### config.mk
export PLATFORM = sky130hd
export DESIGN_NAME = frame_writer_flat
export DESIGN_NICKNAME = d
export VERILOG_FILES = /design/src/rtl/fw_pkg.sv /design/src/rtl/frame_writer_if.sv /design/src/rtl/frame_stats.sv /design/src/rtl/frame_writer.sv /design/src/flat_wrapper.sv
export SDC_FILE = /design/constraint.sdc
export NUM_CORES = 1
export LEC_CHECK = 0
export ABC_AREA = 1
export CORE_MARGIN = 5
export CORE_UTILIZATION = 40
export DETAILED_ROUTE_END_ITERATION = 10
export HOLD_SLACK_MARGIN = 0.15
export PLACE_DENSITY_LB_ADDON = 0.25
export RECOVER_POWER = 25
export SLEW_MARGIN = 40
export SYNTH_ARGS = -nofsm -noshare
export SYNTH_HDL_FRONTEND = slang
export SYNTH_HIERARCHICAL = 1
export SYNTH_SLANG_ARGS = --single-unit
### constraint.sdc
create_clock -name clk -period 1.95 [get_ports clk]
set_clock_uncertainty 0.2 [all_clocks]
set_input_delay 0.2925 -clock clk [delete_from_list [all_inputs] [get_ports clk]]
set_output_delay 0.2925 -clock clk [all_outputs]
set_load 0.01 [all_outputs]
### src/rtl/fw_pkg.sv
// Shared definitions for the frame writer: state encoding and default frame geometry.
// The defaults match the 17x17 raster produced by the interpolator.
package fw_pkg;

  localparam int DEF_IMG_W = 17;
  localparam int DEF_IMG_H = 17;
  localparam int FRAME_PIX = DEF_IMG_W * DEF_IMG_H;

  typedef logic [1:0] state_t;

  localparam logic [1:0] S_IDLE  = 2'd0;
  localparam logic [1:0] S_RUN   = 2'd1;
  localparam logic [1:0] S_FLUSH = 2'd2;
  localparam logic [1:0] S_DONE  = 2'd3;

  // Counter width for a range of n values, never narrower than one bit.
  function automatic int cnt_width(input int n);
    return (n <= 2) ? 1 : $clog2(n);
  endfunction

endpackage

### src/rtl/frame_writer_if.sv
// Pixel-stream input, SRAM write port and status outputs of the frame writer.
// master = the side feeding pixels and watching status; slave = frame_writer.
interface frame_writer_if #(
  parameter int DW   = 8,
  parameter int AW   = 9,
  parameter int SW_W = 17
);
  logic            START;
  logic            I_VALID;
  logic [DW-1:0]   I_DATA;
  logic            WEN;
  logic [AW-1:0]   W_ADDR;
  logic [DW-1:0]   W_DATA;
  logic            ROW_END;
  logic            BUSY;
  logic            DONE;
  logic [SW_W-1:0] SUM;
  logic [DW-1:0]   MAX;
  logic            ERR;

  modport master (
    output START, I_VALID, I_DATA,
    input  WEN, W_ADDR, W_DATA, ROW_END, BUSY, DONE, SUM, MAX, ERR
  );

  modport slave (
    input  START, I_VALID, I_DATA,
    output WEN, W_ADDR, W_DATA, ROW_END, BUSY, DONE, SUM, MAX, ERR
  );
endinterface

### src/rtl/frame_stats.sv
// Per-frame pixel statistics: running sum (zero-extended, no saturation) and maximum.
// clr wins over en so a restart in the same cycle as a pixel discards that pixel.
module frame_stats #(
  parameter int DW   = 8,
  parameter int SW_W = 17
) (
  input  logic            clk,
  input  logic            RST,
  input  logic            clr,
  input  logic            en,
  input  logic [DW-1:0]   din,
  output logic [SW_W-1:0] sum,
  output logic [DW-1:0]   peak
);

  logic [SW_W-1:0] sum_reg;
  logic [DW-1:0]   peak_reg;

  always_ff @(posedge clk) begin
    if (RST || clr) begin
      sum_reg  <= '0;
      peak_reg <= '0;
    end else if (en) begin
      sum_reg <= sum_reg + {{(SW_W-DW){1'b0}}, din};
      if (din > peak_reg) begin
        peak_reg <= din;
      end
    end
  end

  assign sum  = sum_reg;
  assign peak = peak_reg;

endmodule

### src/rtl/frame_writer.sv
// Writes the raster pixel stream into the result SRAM at its raster address,
// tracks per-frame SUM/MAX, and reports frame completion and stray pixels.
module frame_writer
  import fw_pkg::*;
#(
  parameter int IMG_W = DEF_IMG_W,
  parameter int IMG_H = DEF_IMG_H,
  parameter int DW    = 8,
  parameter int AW    = 9,
  parameter int SW_W  = 17
) (
  input  logic           clk,
  input  logic           RST,
  frame_writer_if.slave  bus
);

  localparam int FRAME_N = IMG_W * IMG_H;
  localparam int CW      = cnt_width(IMG_W);
  localparam int RW      = cnt_width(IMG_H);

  localparam logic [AW-1:0] ADDR_LAST = AW'(FRAME_N - 1);
  localparam logic [CW-1:0] COL_LAST  = CW'(IMG_W - 1);
  localparam logic [RW-1:0] ROW_LAST  = RW'(IMG_H - 1);

  logic [1:0]      state_reg;
  logic [1:0]      state_next;
  logic [AW-1:0]   addr_reg;
  logic [CW-1:0]   col_reg;
  logic [RW-1:0]   row_reg;

  logic            wen_reg;
  logic [AW-1:0]   w_addr_reg;
  logic [DW-1:0]   w_data_reg;
  logic            row_end_reg;
  logic            busy_reg;
  logic            done_reg;
  logic            err_reg;

  logic            accept;
  logic            stray;
  logic            col_last;
  logic            last_pix;
  logic [SW_W-1:0] stat_sum;
  logic [DW-1:0]   stat_peak;

  // START dominates: any pixel presented alongside it is dropped silently.
  assign accept   = (state_reg == S_RUN) && bus.I_VALID && !bus.START;
  assign stray    = (state_reg != S_RUN) && bus.I_VALID && !bus.START;
  assign col_last = (col_reg == COL_LAST);
  assign last_pix = (addr_reg == ADDR_LAST);

  always_comb begin
    state_next = state_reg;
    if (bus.START) begin
      state_next = S_RUN;
    end else begin
      case (state_reg)
        S_IDLE:  state_next = S_IDLE;
        S_RUN:   if (accept && last_pix) state_next = S_FLUSH;
        S_FLUSH: state_next = S_DONE;
        S_DONE:  state_next = S_IDLE;
        default: state_next = S_IDLE;
      endcase
    end
  end

  always_ff @(posedge clk) begin
    if (RST) begin
      state_reg   <= S_IDLE;
      addr_reg    <= '0;
      col_reg     <= '0;
      row_reg     <= '0;
      wen_reg     <= 1'b1;
      w_addr_reg  <= '0;
      w_data_reg  <= '0;
      row_end_reg <= 1'b0;
      busy_reg    <= 1'b0;
      done_reg    <= 1'b0;
      err_reg     <= 1'b0;
    end else begin
      state_reg   <= state_next;
      wen_reg     <= !accept;
      row_end_reg <= accept && col_last;
      busy_reg    <= (state_next == S_RUN) || (state_next == S_FLUSH);
      done_reg    <= (state_next == S_DONE);

      // Address/data hold their last value between writes.
      if (accept) begin
        w_addr_reg <= addr_reg;
        w_data_reg <= bus.I_DATA;
      end

      if (bus.START) begin
        addr_reg <= '0;
        col_reg  <= '0;
        row_reg  <= '0;
      end else if (accept) begin
        addr_reg <= addr_reg + 1'b1;
        if (col_last) begin
          col_reg <= '0;
          row_reg <= (row_reg == ROW_LAST) ? '0 : row_reg + 1'b1;
        end else begin
          col_reg <= col_reg + 1'b1;
        end
      end

      if (bus.START) begin
        err_reg <= 1'b0;
      end else if (stray) begin
        err_reg <= 1'b1;
      end
    end
  end

  frame_stats #(
    .DW   (DW),
    .SW_W (SW_W)
  ) u_stats (
    .clk  (clk),
    .RST  (RST),
    .clr  (bus.START),
    .en   (accept),
    .din  (bus.I_DATA),
    .sum  (stat_sum),
    .peak (stat_peak)
  );

  assign bus.WEN     = wen_reg;
  assign bus.W_ADDR  = w_addr_reg;
  assign bus.W_DATA  = w_data_reg;
  assign bus.ROW_END = row_end_reg;
  assign bus.BUSY    = busy_reg;
  assign bus.DONE    = done_reg;
  assign bus.SUM     = stat_sum;
  assign bus.MAX     = stat_peak;
  assign bus.ERR     = err_reg;

endmodule

### src/flat_wrapper.sv
// flat-port wrapper written by rule: the top's interface ports become plain ports
module frame_writer_flat import fw_pkg::*;
#(
  parameter int IMG_W = DEF_IMG_W,
  parameter int IMG_H = DEF_IMG_H,
  parameter int DW    = 8,
  parameter int AW    = 9,
  parameter int SW_W  = 17
)
  (clk, RST, bus_START, bus_I_VALID, bus_I_DATA, bus_WEN, bus_W_ADDR, bus_W_DATA, bus_ROW_END, bus_BUSY, bus_DONE, bus_SUM, bus_MAX, bus_ERR);
  frame_writer_if #(.DW(DW), .AW(AW), .SW_W(SW_W)) bus_i ();
  input  logic clk;
  input  logic RST;
  input wire logic [$bits(bus_i.START)-1:0] bus_START;
  input wire logic [$bits(bus_i.I_VALID)-1:0] bus_I_VALID;
  input wire logic [$bits(bus_i.I_DATA)-1:0] bus_I_DATA;
  output wire logic [$bits(bus_i.WEN)-1:0] bus_WEN;
  output wire logic [$bits(bus_i.W_ADDR)-1:0] bus_W_ADDR;
  output wire logic [$bits(bus_i.W_DATA)-1:0] bus_W_DATA;
  output wire logic [$bits(bus_i.ROW_END)-1:0] bus_ROW_END;
  output wire logic [$bits(bus_i.BUSY)-1:0] bus_BUSY;
  output wire logic [$bits(bus_i.DONE)-1:0] bus_DONE;
  output wire logic [$bits(bus_i.SUM)-1:0] bus_SUM;
  output wire logic [$bits(bus_i.MAX)-1:0] bus_MAX;
  output wire logic [$bits(bus_i.ERR)-1:0] bus_ERR;
  assign bus_i.START = bus_START;
  assign bus_i.I_VALID = bus_I_VALID;
  assign bus_i.I_DATA = bus_I_DATA;
  assign bus_WEN = bus_i.WEN;
  assign bus_W_ADDR = bus_i.W_ADDR;
  assign bus_W_DATA = bus_i.W_DATA;
  assign bus_ROW_END = bus_i.ROW_END;
  assign bus_BUSY = bus_i.BUSY;
  assign bus_DONE = bus_i.DONE;
  assign bus_SUM = bus_i.SUM;
  assign bus_MAX = bus_i.MAX;
  assign bus_ERR = bus_i.ERR;
  frame_writer #(.IMG_W(IMG_W), .IMG_H(IMG_H), .DW(DW), .AW(AW), .SW_W(SW_W)) u_core (.clk(clk), .RST(RST), .bus(bus_i));
endmodule
==> flow_summary.ini <==
[final_layout]
nNetsFinal = 624
instances_no_fill = 702
syn2layout_area_growth_pct = 32.8
n_antenna_cell = 0
largest_reg_flops = 17
fillers = 852
drive_above_1_share_pct = 13.6

[power_and_ir_drop]
power_per_cell_area_nw_per_um2 = 613
vdd_ir_drop_max_v = 0.000282
pwr-share-clk_pct = 40.6
p_sw_mw = 0.706
power_frac_seq_pct = 46.9
swShare_pct = 24.9
p_int_mw = 2.13
power_frac_comb_pct = 12.5
power.leakage_nw = 1.96

[logic_synthesis]
synthTopCellsByArea = dfxtp_1, nand2_1, nor2_1
synth_area_um2 = 3480
syn-num-nets = 534
synth_commonest_cells = nand2_1, nor2_1, dfxtp_1, inv_1, nand3_1
yosysTopAreaCell = dfxtp_1
yosysSeqAreaShare_pct = 36.2
yosys_register_bits = 63
avgSynthCellArea_um2 = 6.97
synth_top_area_share_pct = 36.2
synth-edff-count = 0
synthCells = 500
synth_ff_type = dfxtp_1
yosysUniqueCellTypes = 36
synth-async-reset-ratio_pct = 0
ys_warn_count = 6
post-synth-top-count-cell = nand2_1

[sta]
setup_violations = 0
finalHoldViolations = 0
post-route-min-period_ns = 1.88
grt_setup_unrepaired = no
min_period_over_period_pct = 96.3
maxSlewHeadroom_pct = 71.2
tns_ns = 0
holdWs_ns = 0.272
timing_worst_slew_pin_value_ns = 0.432
layout_setup_ws_ns = 0.0724
drv_slew = 0
fmax_ghz = 0.533

[critical_path]
crit_cells = 1
cp-end-kind = output pin
max_stage_delay_ns = 0.59
worstSetupPathType = register to output pin
crit_family = buffers and inverters
critical_path_required_ns = 1.46
rr_worst_depth = 7
worstSetupStartpointType = register
cp_slowest_cell = clkdlybuf4s50_1
crit_chain = clkdlybuf4s50_1
worst-path-max-fanout = 7
arrival_ns = 1.39
cp_num_buf_inv = 1

[floorplanning]
die_x_um = 103
die-area_um2 = 10700
core_um2 = 8590
die_h_um = 103
row_count = 34
io-pin-count = 59
start_util_pct = 40.5

[place]
post-place-ws_ns = -0.347
gp_congestion = 0.898
dp.cells = 687
dp_hpwl_um = 6550
port_buffers = 58

[hold_path]
holdPathStages = 2
min_path_type = register to register

[clock_network]
cts-root-buf = clkbuf_8
cts_tree = done
post_cts_buffers = 0
numCtsBuffers = 9
clock-sinks = 63
clock_latency_ns = 0.34
clock_path_buffers = 2
cts.clk_slew.worst_paths_ns = 0.07
h-tree-depth = 3

[grt]
gr-total-overflow = 0
grt_pass1_vias = 3321
grt_max_degree = 20
antenna_found_initial = 0
grt_pass1_wl_um = 14600
grt_usage_pct = 17.1

[outcome]
status = complete, no violations

[routing]
wire_per_inst_um = 12.3
vias_per_cell = 4.84
first_pass_iters = 4
ant_nets = 0
drcViolationCount = 0
drt_iter0_markers = 117
wl_um = 8600
dr_total_vias = 3400

[run]
maxCapViolCount = 0
==> cells by family (layout without fill, tap and decap cells) <==
logic type      after synthesis  after routing  share of synthesized area [%]
compound gates               73             73                           12.0
buf+inv                      79            173                           10.7
xor+xnor                      6              6                           1.51
flops                        63             63                           36.2
simple gates                257            257                           31.5
fa+ha+maj                    22             22                           8.12
==> timing repair <==
action | 4_1_cts | 5_1_grt
resized for setup | 0 | 20
hold buffers | 0 | 0
setup endpoints to repair | 0 | 22
==> placed cells by master, fill, tap and decap left out, drive strengths merged, types with 4 or more instances in the layout <==
cell type,instances
a211oi,4
a21oi,46
buf,30
clkbuf,17
clkdlybuf4s50,52
dfxtp,63
dlymetal6s2s,5
ha,21
inv,65
nand2,119
nand3,47
nand4,4
nor2,84
o21ai,20
xor2,5
==> worst paths after layout <==
check | slack (ns) | end | from
setup / recovery | 0.07 | bus_SUM[9] | u_core/u_stats/sum[9]
hold / removal | 0.27 | u_core/bus.ERR | u_core/bus.ERR
setup reg to reg | 0.17 | u_core/u_stats/sum[10] | u_core/u_stats/sum[0]
hold reg to reg | 0.27 | u_core/bus.ERR | u_core/bus.ERR
==> metrics by stage <==
| stage | util (%) | total power [mW] | cell area [um^2] |
|---|---|---|---|
| floorplan | - | 1.55 | 3480 |
| global placement | 50.6 | 1.70 | 4350 |
| detailed placement | 50.6 | 1.70 | 4350 |
| CTS | 52.9 | 2.86 | 4550 |
| global route | 53.8 | 2.97 | 4630 |
| finish | 53.8 | 2.84 | 4630 |
==> routing by layer <==
metal | vias up | share of wire [%] | GRT usage [%]
li1 | 1778 | - | -
met1 | 1539 | 44 | 20.1
met2 | 66 | 50 | 29.9
met3 | 17 | 3.8 | 3.89
met4 | 0 | 1.8 | 7.27
met5 | - | 0 | 0
==> layout make-up <==
type	instances	area (um^2)	share of cell area (%)
clock buffers	12	155	3.35
clock inverters	3	42.5	0.920
inverters	65	254	5.49
multi-input cells	358	1920	41.6
flip-flops and latches	63	1260	27.3
well taps	108	135	2.92
repair buffers	93	852	18.4
==> power groups by stage <==
stage	Combinational [mW]	Clock (mW)	Sequential (mW)
after floorplan	0.182	0	1.37
after global placement	0.341	0	1.36
after detailed placement	0.346	0	1.36
after CTS	0.348	1.18	1.33
after global routing	0.397	1.24	1.33
final	0.355	1.15	1.33
(Power assumes the default switching activity.)
